[src/rtl/mul_issue_ctrl_pkg.sv]
// Shared widths and helpers for the multiplier issue/retire controller.
// Holds the RegW/MulLat/MulTagW defaults; MUL_HI_EN widens operand and product paths.
`ifndef RegW
`define RegW 32
`endif
`ifndef MulLat
`define MulLat 2
`endif
`ifndef MulTagW
`define MulTagW 5
`endif

package mul_issue_ctrl_pkg;

  localparam int unsigned REG_W     = `RegW;
  localparam int unsigned MUL_LAT   = `MulLat;
  localparam int unsigned MUL_TAG_W = `MulTagW;
  localparam int unsigned MUL_DEPTH = 4;

`ifdef MUL_HI_EN
  localparam int unsigned OP_W = REG_W + 1;
  localparam int unsigned P_W  = 2 * REG_W;
`else
  localparam int unsigned OP_W = REG_W;
  localparam int unsigned P_W  = REG_W;
`endif

  typedef logic [REG_W-1:0] reg_t;

  // One extra bit lets a single signed multiplier serve both signed and unsigned requests.
  function automatic logic [REG_W:0] ext_op(input reg_t v, input logic sgn);
    return {sgn & v[REG_W-1], v};
  endfunction

endpackage

[src/rtl/mul_rsp_fifo.sv]
// Synchronous result FIFO for the multiplier controller; clear drops all entries.
// Pointers wrap modulo Depth, so non-power-of-two depths are supported.
module mul_rsp_fifo #(
  parameter int unsigned Depth = 4,
  parameter int unsigned Width = 8
) (
  input  logic                       CLK,
  input  logic                       clr_i,
  input  logic                       push_i,
  input  logic                       pop_i,
  input  logic [Width-1:0]           wdata_i,
  output logic [Width-1:0]           rdata_o,
  output logic [$clog2(Depth+1)-1:0] cnt_o
);

  localparam int unsigned PtrW = (Depth > 1) ? $clog2(Depth) : 1;
  localparam int unsigned CntW = $clog2(Depth + 1);

  logic [Width-1:0] mem_q [Depth];
  logic [PtrW-1:0]  wr_q, rd_q;
  logic [CntW-1:0]  cnt_q;

  function automatic logic [PtrW-1:0] ptr_inc(input logic [PtrW-1:0] p);
    return (p == PtrW'(Depth - 1)) ? '0 : p + 1'b1;
  endfunction

  always_ff @(posedge CLK) begin
    if (clr_i) begin
      wr_q  <= '0;
      rd_q  <= '0;
      cnt_q <= '0;
    end else begin
      if (push_i) begin
        mem_q[wr_q] <= wdata_i;
        wr_q        <= ptr_inc(wr_q);
      end
      if (pop_i) begin
        rd_q <= ptr_inc(rd_q);
      end
      cnt_q <= cnt_q + CntW'(push_i) - CntW'(pop_i);
    end
  end

  assign rdata_o = mem_q[rd_q];
  assign cnt_o   = cnt_q;

endmodule

[src/rtl/mul_issue_ctrl.sv]
// Issue/retire controller for the pipelined EX-stage multiplier with credit-based issue.
// Define MUL_HI_EN to add high-half / signed multiply support.
module mul_issue_ctrl
  import mul_issue_ctrl_pkg::*;
#(
  parameter int unsigned LAT   = MUL_LAT,
  parameter int unsigned DEPTH = MUL_DEPTH,
  parameter int unsigned TAGW  = MUL_TAG_W
) (
  input  logic             CLK,
  input  logic             RST,
  input  logic             flush_i,
  input  logic             req_valid_i,
  output logic             req_ready_o,
  input  logic [REG_W-1:0] req_a_i,
  input  logic [REG_W-1:0] req_b_i,
  input  logic [TAGW-1:0]  req_tag_i,
`ifdef MUL_HI_EN
  input  logic             req_hi_i,
  input  logic             req_sgn_i,
`endif
  output logic [OP_W-1:0]  mul_a_o,
  output logic [OP_W-1:0]  mul_b_o,
  input  logic [P_W-1:0]   mul_p_i,
  output logic             rsp_valid_o,
  input  logic             rsp_ready_i,
  output logic [REG_W-1:0] rsp_data_o,
  output logic [TAGW-1:0]  rsp_tag_o,
  output logic             busy_o
);

  localparam int unsigned CntW = $clog2(DEPTH + 1);
  localparam logic [CntW-1:0] DepthC = CntW'(DEPTH);

  logic [LAT-1:0]   vld_q;
  logic [TAGW-1:0]  tag_q [LAT];
  logic [CntW-1:0]  inflight_q, fifo_cnt, used;
  logic             clr, accept, push, pop;
  logic [REG_W-1:0] push_data;

  assign clr         = RST | flush_i;
  assign used        = inflight_q + fifo_cnt;
  // Credit is taken from registered counts only, so ready never depends on this cycle's pop.
  assign req_ready_o = ~clr & (used < DepthC);
  assign accept      = req_valid_i & req_ready_o;
  assign push        = vld_q[LAT-1] & ~clr;
  assign pop         = rsp_valid_o & rsp_ready_i & ~flush_i;

`ifdef MUL_HI_EN
  logic [LAT-1:0] hi_q;

  assign mul_a_o   = accept ? ext_op(req_a_i, req_sgn_i) : '0;
  assign mul_b_o   = accept ? ext_op(req_b_i, req_sgn_i) : '0;
  assign push_data = hi_q[LAT-1] ? mul_p_i[P_W-1:REG_W] : mul_p_i[REG_W-1:0];

  always_ff @(posedge CLK) begin
    hi_q <= (hi_q << 1) | LAT'(req_hi_i);
  end
`else
  assign mul_a_o   = accept ? req_a_i : '0;
  assign mul_b_o   = accept ? req_b_i : '0;
  assign push_data = mul_p_i;
`endif

  always_ff @(posedge CLK) begin
    if (clr) begin
      vld_q      <= '0;
      inflight_q <= '0;
    end else begin
      vld_q      <= (vld_q << 1) | LAT'(accept);
      inflight_q <= inflight_q + CntW'(accept) - CntW'(vld_q[LAT-1]);
    end
    // Tags ride alongside vld and are only meaningful where vld is set.
    tag_q[0] <= req_tag_i;
    for (int i = 1; i < LAT; i++) begin
      tag_q[i] <= tag_q[i-1];
    end
  end

  mul_rsp_fifo #(
    .Depth (DEPTH),
    .Width (TAGW + REG_W)
  ) u_rsp_fifo (
    .CLK     (CLK),
    .clr_i   (clr),
    .push_i  (push),
    .pop_i   (pop),
    .wdata_i ({tag_q[LAT-1], push_data}),
    .rdata_o ({rsp_tag_o, rsp_data_o}),
    .cnt_o   (fifo_cnt)
  );

  assign rsp_valid_o = (fifo_cnt != '0) & ~RST;
  assign busy_o      = (used != '0) & ~RST;

endmodule

[config.mk]
export PLATFORM = sky130hd
export DESIGN_NAME = mul_issue_ctrl
export DESIGN_NICKNAME = d
export VERILOG_FILES = /design/src/rtl/mul_issue_ctrl_pkg.sv /design/src/rtl/mul_rsp_fifo.sv /design/src/rtl/mul_issue_ctrl.sv
export SDC_FILE = /design/constraint.sdc
export NUM_CORES = 1
export LEC_CHECK = 0
export CAP_MARGIN = 10
export CORE_UTILIZATION = 50
export DETAILED_ROUTE_END_ITERATION = 6
export PLACE_DENSITY_LB_ADDON = 0.15
export SYNTH_ARGS = -nofsm -noshare
export SYNTH_HDL_FRONTEND = slang
export SYNTH_SLANG_ARGS = --single-unit
[constraint.sdc]
create_clock -name CLK -period 4.5 [get_ports CLK]
set_input_delay 0.45 -clock CLK [delete_from_list [all_inputs] [get_ports CLK]]
set_output_delay 0.45 -clock CLK [all_outputs]
set_load 0.1 [all_outputs]
# Yosys cells after proc, flatten, opt, wreduce, memory -nomap -nowiden
# Memory sizes are Yosys's and may differ from the RTL's. A register that Yosys moved wholly into a read port is not among the register bits.
# Index checks and enable logic that the tools add are counted.
# word_totals
word_cells	40
ramBits	158
in_bits	106
mem_count	2
output_inout_bits	104
register_bits	12
# mem_list
memory	depth	width	read_ports	rd_clocked_by_memory_dff	write_ports	line	source
u_rsp_fifo.mem_q	4	37	1	1	1	mul_rsp_fifo.sv:19	logic [Width-1:0] mem_q [Depth];
tag_q	2	5	2	0	2	mul_issue_ctrl.sv:36	logic [TAGW-1:0] tag_q [LAT];
# op_classes
n_mux	9
add_sub_neg	7
n_eq_ne	2
bitwise_logic	12
reduce_logical	2
n_lt_le_gt_ge	1
# ops
op	count
32-bit 2-to-1 mux	2
2-bit 2-to-1 mux	4
1-bit bitwise AND	7
3-bit by 1-bit adder with 3-bit output	2
3-bit nonzero test	2
3-bit by 1-bit subtractor with 3-bit output	2
2-bit by 1-bit adder with 2-bit output, second input constant	2
2-bit == test, second input constant	2
3-bit adder	1
3-bit < comparator, second input constant	1
1-bit 2-to-1 mux	3
1-bit inverter	3
2-bit by 1-bit bitwise OR with 2-bit output	1
1-bit bitwise OR	1

# Longest topological paths before layout
# depth
ltp_word	6
ltp_mapped	12
mapped_depth_nobuf	11

# By module
# Synthesis repeated with hierarchy kept, for this count alone.
# unflattened
hier_cells	417
hier_area_um2	7282.0
# by_module_without_submodules
module	seq_area_each_um2	area_each_um2	instances	cells_per_inst
mul_rsp_fifo	4624.4	5836.8	1	234
mul_issue_ctrl	300.3	1445.1	1	183

# Worst setup path after synthesis
# No wires, ideal clock.
# synth_timing
kind	reg-to-output
startpoint	register inflight_q[0]
endpoint	output port busy_o
setup_slack_ns	1.342
path_stages_with_launch	5
t_required_ns	4.050
path_buffers	0
arrival_time_ns	2.708
cell_sequence	dfxtp_1 -> ha_1 -> fa_1 -> xnor3_1 -> a21oi_1
# synth_between
elab_chain_cells	3
# synth_lines
element	line	source
start: declaration	mul_issue_ctrl.sv:37	logic [CntW-1:0] inflight_q, fifo_cnt, used;
start signal: assignment	mul_issue_ctrl.sv:71	inflight_q <= inflight_q + CntW'(accept) - CntW'(vld_q[LAT-1]);
3-bit adder	mul_issue_ctrl.sv:42	assign used = inflight_q + fifo_cnt;
3-bit nonzero test	mul_issue_ctrl.sv:94	assign busy_o = (used != '0) & ~RST;
1-bit bitwise AND	mul_issue_ctrl.sv:94	
end: declaration	mul_issue_ctrl.sv:29	output logic busy_o
# No other way between the ends.

# Final worst setup path
# layout_timing
startpoint	register u_rsp_fifo.cnt_q[0] (netlist: u_rsp_fifo.cnt_o[0])
endpoint	output port busy_o
# layout_between
elab_chain_cells	3
# layout_lines
element	line	source
start: declaration	mul_rsp_fifo.sv:21	logic [CntW-1:0] cnt_q;
start signal: assignment	mul_rsp_fifo.sv:40	cnt_q <= cnt_q + CntW'(push_i) - CntW'(pop_i);
3-bit adder	mul_issue_ctrl.sv:42	
3-bit nonzero test	mul_issue_ctrl.sv:94	
1-bit bitwise AND	mul_issue_ctrl.sv:94	
# No other way between the ends.

==> run_results.csv <==
group,metric,value,unit
run_status,status,"complete, no violations",
clocking,clockBufferDepth,2,
grt,grt_usage,0.218,
yosys,avgSynthCellArea,19.3,µm²
floorplanning,start_util,0.512,
clocking,cts.reportedPaths.clkPinSlew,0.07,ns
worst_setup_path,crit_type,"register to output port",
floorplanning,rows,42,
clocking,clk-insertion-delay-late,0.42,ns
sta,min_period_over_period,0.770,
yosys,synth_nets,469,
layout,fill_cells,847,
sta,rsz0062_at_grt,"no",
layout,final_common_cell,"edfxtp_1",
sta,postLayoutSetupSlackWorst,1.04,ns
layout,multi_input_area,0.00169,mm²
sta,setup_viol,0,
yosys,ys_ff_latch,172,
grt,grt_pass1_vias,4118,
power,cellPowerDensity,365,mW/mm²
power,ir_worst_vdd,0.266,mV
place,dp_hpwl,9660,µm
grt,antenna_found_initial,1,
yosys,synth_flop_cell,"edfxtp_1",
sta,finalClockSkew,0.00908,ns
routing,vias_per_cell,5.05,
worst_setup_path,worst-path-max-fanout,3,
worst_setup_path,slowest_delay,1.15,ns
yosys,async_reset_ff_frac,0,
layout,drive_above_1_share,0.250,
routing,drtPass1Iterations,4,
floorplanning,design.die.area,0.0140,mm²
routing,drc,0,
yosys,synth_edf_count,148,
worst_hold_path,hp-class,"register to register",
layout,seqCellArea,0.00493,mm²
worst_setup_path,endpoint_kind,"output port",
job,drv_cap,0,
floorplanning,chipWidth,118,µm
worst_setup_path,crit_path_top_delay_cell,"clkdlybuf4s50_1",
worst_setup_path,startpoint_type,"register",
sta,fmax,289,MHz
worst_setup_path,crit_chain,"ha_1 -> fa_1 -> xnor3_1 -> a21oi_1 -> clkdlybuf4s50_1",
sta,tightest_slew,1.05,ns
place,gp_congestion,0.925,
layout,final_cell_mix,"148 x edfxtp_1, 144 x clkdlybuf4s50_1, 71 x and2_1",
sta,tns,0,ns
routing,routedWlPerCell,19.2,µm
routing,drtIter0Drc,241,
worst_setup_path,cp.arrival,3.01,ns
yosys,synth_cell_type_count,22,
yosys,ys_warn_count,0,
sta,finalCriticalPeriod,3.46,ns
layout,fin_nets,682,
yosys,yosysSeqAreaShare,0.729,
routing,final_antenna_net_count,0,
clocking,cts_tree,"built",
clocking,cts-htree-levels,4,
grt,overflow,0,
layout,syn2layout_area_growth,39.5,%
sta,slew_viol_final,0,
sta,slew_headroom,0.300,
sta,hold_violations,0,
clocking,hold_buffers,0,
place,port-buffer-count,209,
grt,grt_first_pass_wirelength,21900,µm
yosys,synthCells,350,
clocking,clock_sinks,172,
yosys,syn_area,0.00675,mm²
routing,vias,3806,
clocking,cts_buffers,17,
floorplanning,io_pins,210,
power,power_leakage,3.34,nW
routing,routed_wl,14500,µm
floorplanning,core_area,0.0132,mm²
worst_setup_path,worstPathRequired,4.05,ns
grt,grt_max_degree,67,
clocking,post-cts-setup-buffers,0,
clocking,cts_root_buf,"clkbuf_16",
place,pre_cts_slack,1.39,ns
clocking,post_cts_resized,0,
floorplanning,fp.dieH,118,µm
[cell families (layout without fill, tap and decap cells)]
kind of cell | after synthesis | after routing | share of synthesized area
multiplexers | 43 | 43 | 0.132
other | 0 | 1 | 0
buffers and inverters | 27 | 253 | 0.0215
XOR/XNOR | 5 | 5 | 0.00852
flip-flops | 172 | 172 | 0.729
AO/OA/AOI/OAI | 1 | 1 | 0.000740
adder cells (fa/ha/maj) | 13 | 13 | 0.0274
AND/OR/NAND/NOR | 89 | 89 | 0.0804
[sequential cells by signal (all words and copies together), names as in the netlist, named ones only]
| name | count |
|---|---|
| inflight_q | 3 |
| tag_q | 10 |
| u_rsp_fifo.cnt_o | 3 |
| u_rsp_fifo.mem_q | 148 |
| u_rsp_fifo.rd_q | 2 |
| u_rsp_fifo.wr_q | 2 |
| vld_q | 2 |
[routing by layer]
layer | up-vias | wire (µm) | global-route usage
met5 | - | 0 | 0
met4 | 0 | 134 | 0.0689
met3 | 11 | 925 | 0.0666
met2 | 154 | 8120 | 0.413
met1 | 1874 | 5270 | 0.227
li1 | 1767 | - | -
[power by group]
group,switching [mW],total [mW],internal [mW]
registers,0.00408,1.74,1.74
logic,0.177,0.291,0.114
clock network,0.580,1.41,0.827
[worst paths after layout]
check	startpoint	to	slack (ns)	cells after the start
setup / recovery	u_rsp_fifo.cnt_o[0]	busy_o	1.04	5
hold / removal	tag_q[0][0]	tag_q[0][5]	0.33	0
setup reg to reg	u_rsp_fifo.cnt_o[0]	inflight_q[2]	1.40	11
hold reg to reg	tag_q[0][0]	tag_q[0][5]	0.33	0
[worst max-delay path: cells and delay by family, from the launching register on]
kind | cells | cell delay (ns)
buffers and inverters | 1 | 1.15
adder cells (fa/ha/maj) | 2 | 0.59
XOR/XNOR | 1 | 0.39
flip-flops | 1 | 0.33
AO/OA/AOI/OAI | 1 | 0.14
[cells in the mapped netlist, types with 5 or more instances]
| cell type | number | area share |
|---|---|---|
| and2_1 | 71 | 0.066 |
| mux2i_1 | 6 | 0.0089 |
| inv_1 | 10 | 0.0056 |
| edfxtp_1 | 148 | 0.66 |
| clkbuf_1 | 6 | 0.0033 |
| dfxtp_1 | 24 | 0.071 |
| buf_6 | 5 | 0.0083 |
| ha_1 | 10 | 0.019 |
| nor3_1 | 5 | 0.0037 |
| buf_2 | 5 | 0.0037 |
| mux4_2 | 37 | 0.12 |
[stage by stage]
step	power (mW)	util	hold WS [ns]	std cells	area, µm²
after detailed placement	2.06	0.670	0.312	720	8830
after floorplan	1.93	-	0.310	350	6750
after global routing	3.53	0.714	0.331	753	9420
after global placement	2.06	0.670	0.313	720	8830
final	3.44	0.714	0.329	753	9420
after CTS	3.47	0.714	0.328	752	9420
[layout make-up]
| class | instances | area share |
|---|---|---|
| Antenna cell | 1 | 0.000266 |
| Clock buffer | 21 | 0.0510 |
| Clock inverter | 11 | 0.0116 |
| Inverter | 10 | 0.00398 |
| Multi-Input combinational cell | 151 | 0.179 |
| Sequential cell | 172 | 0.523 |
| Tap cell | 176 | 0.0234 |
| Timing Repair Buffer | 211 | 0.208 |
Note: power is estimated with default switching activity, not from simulation.
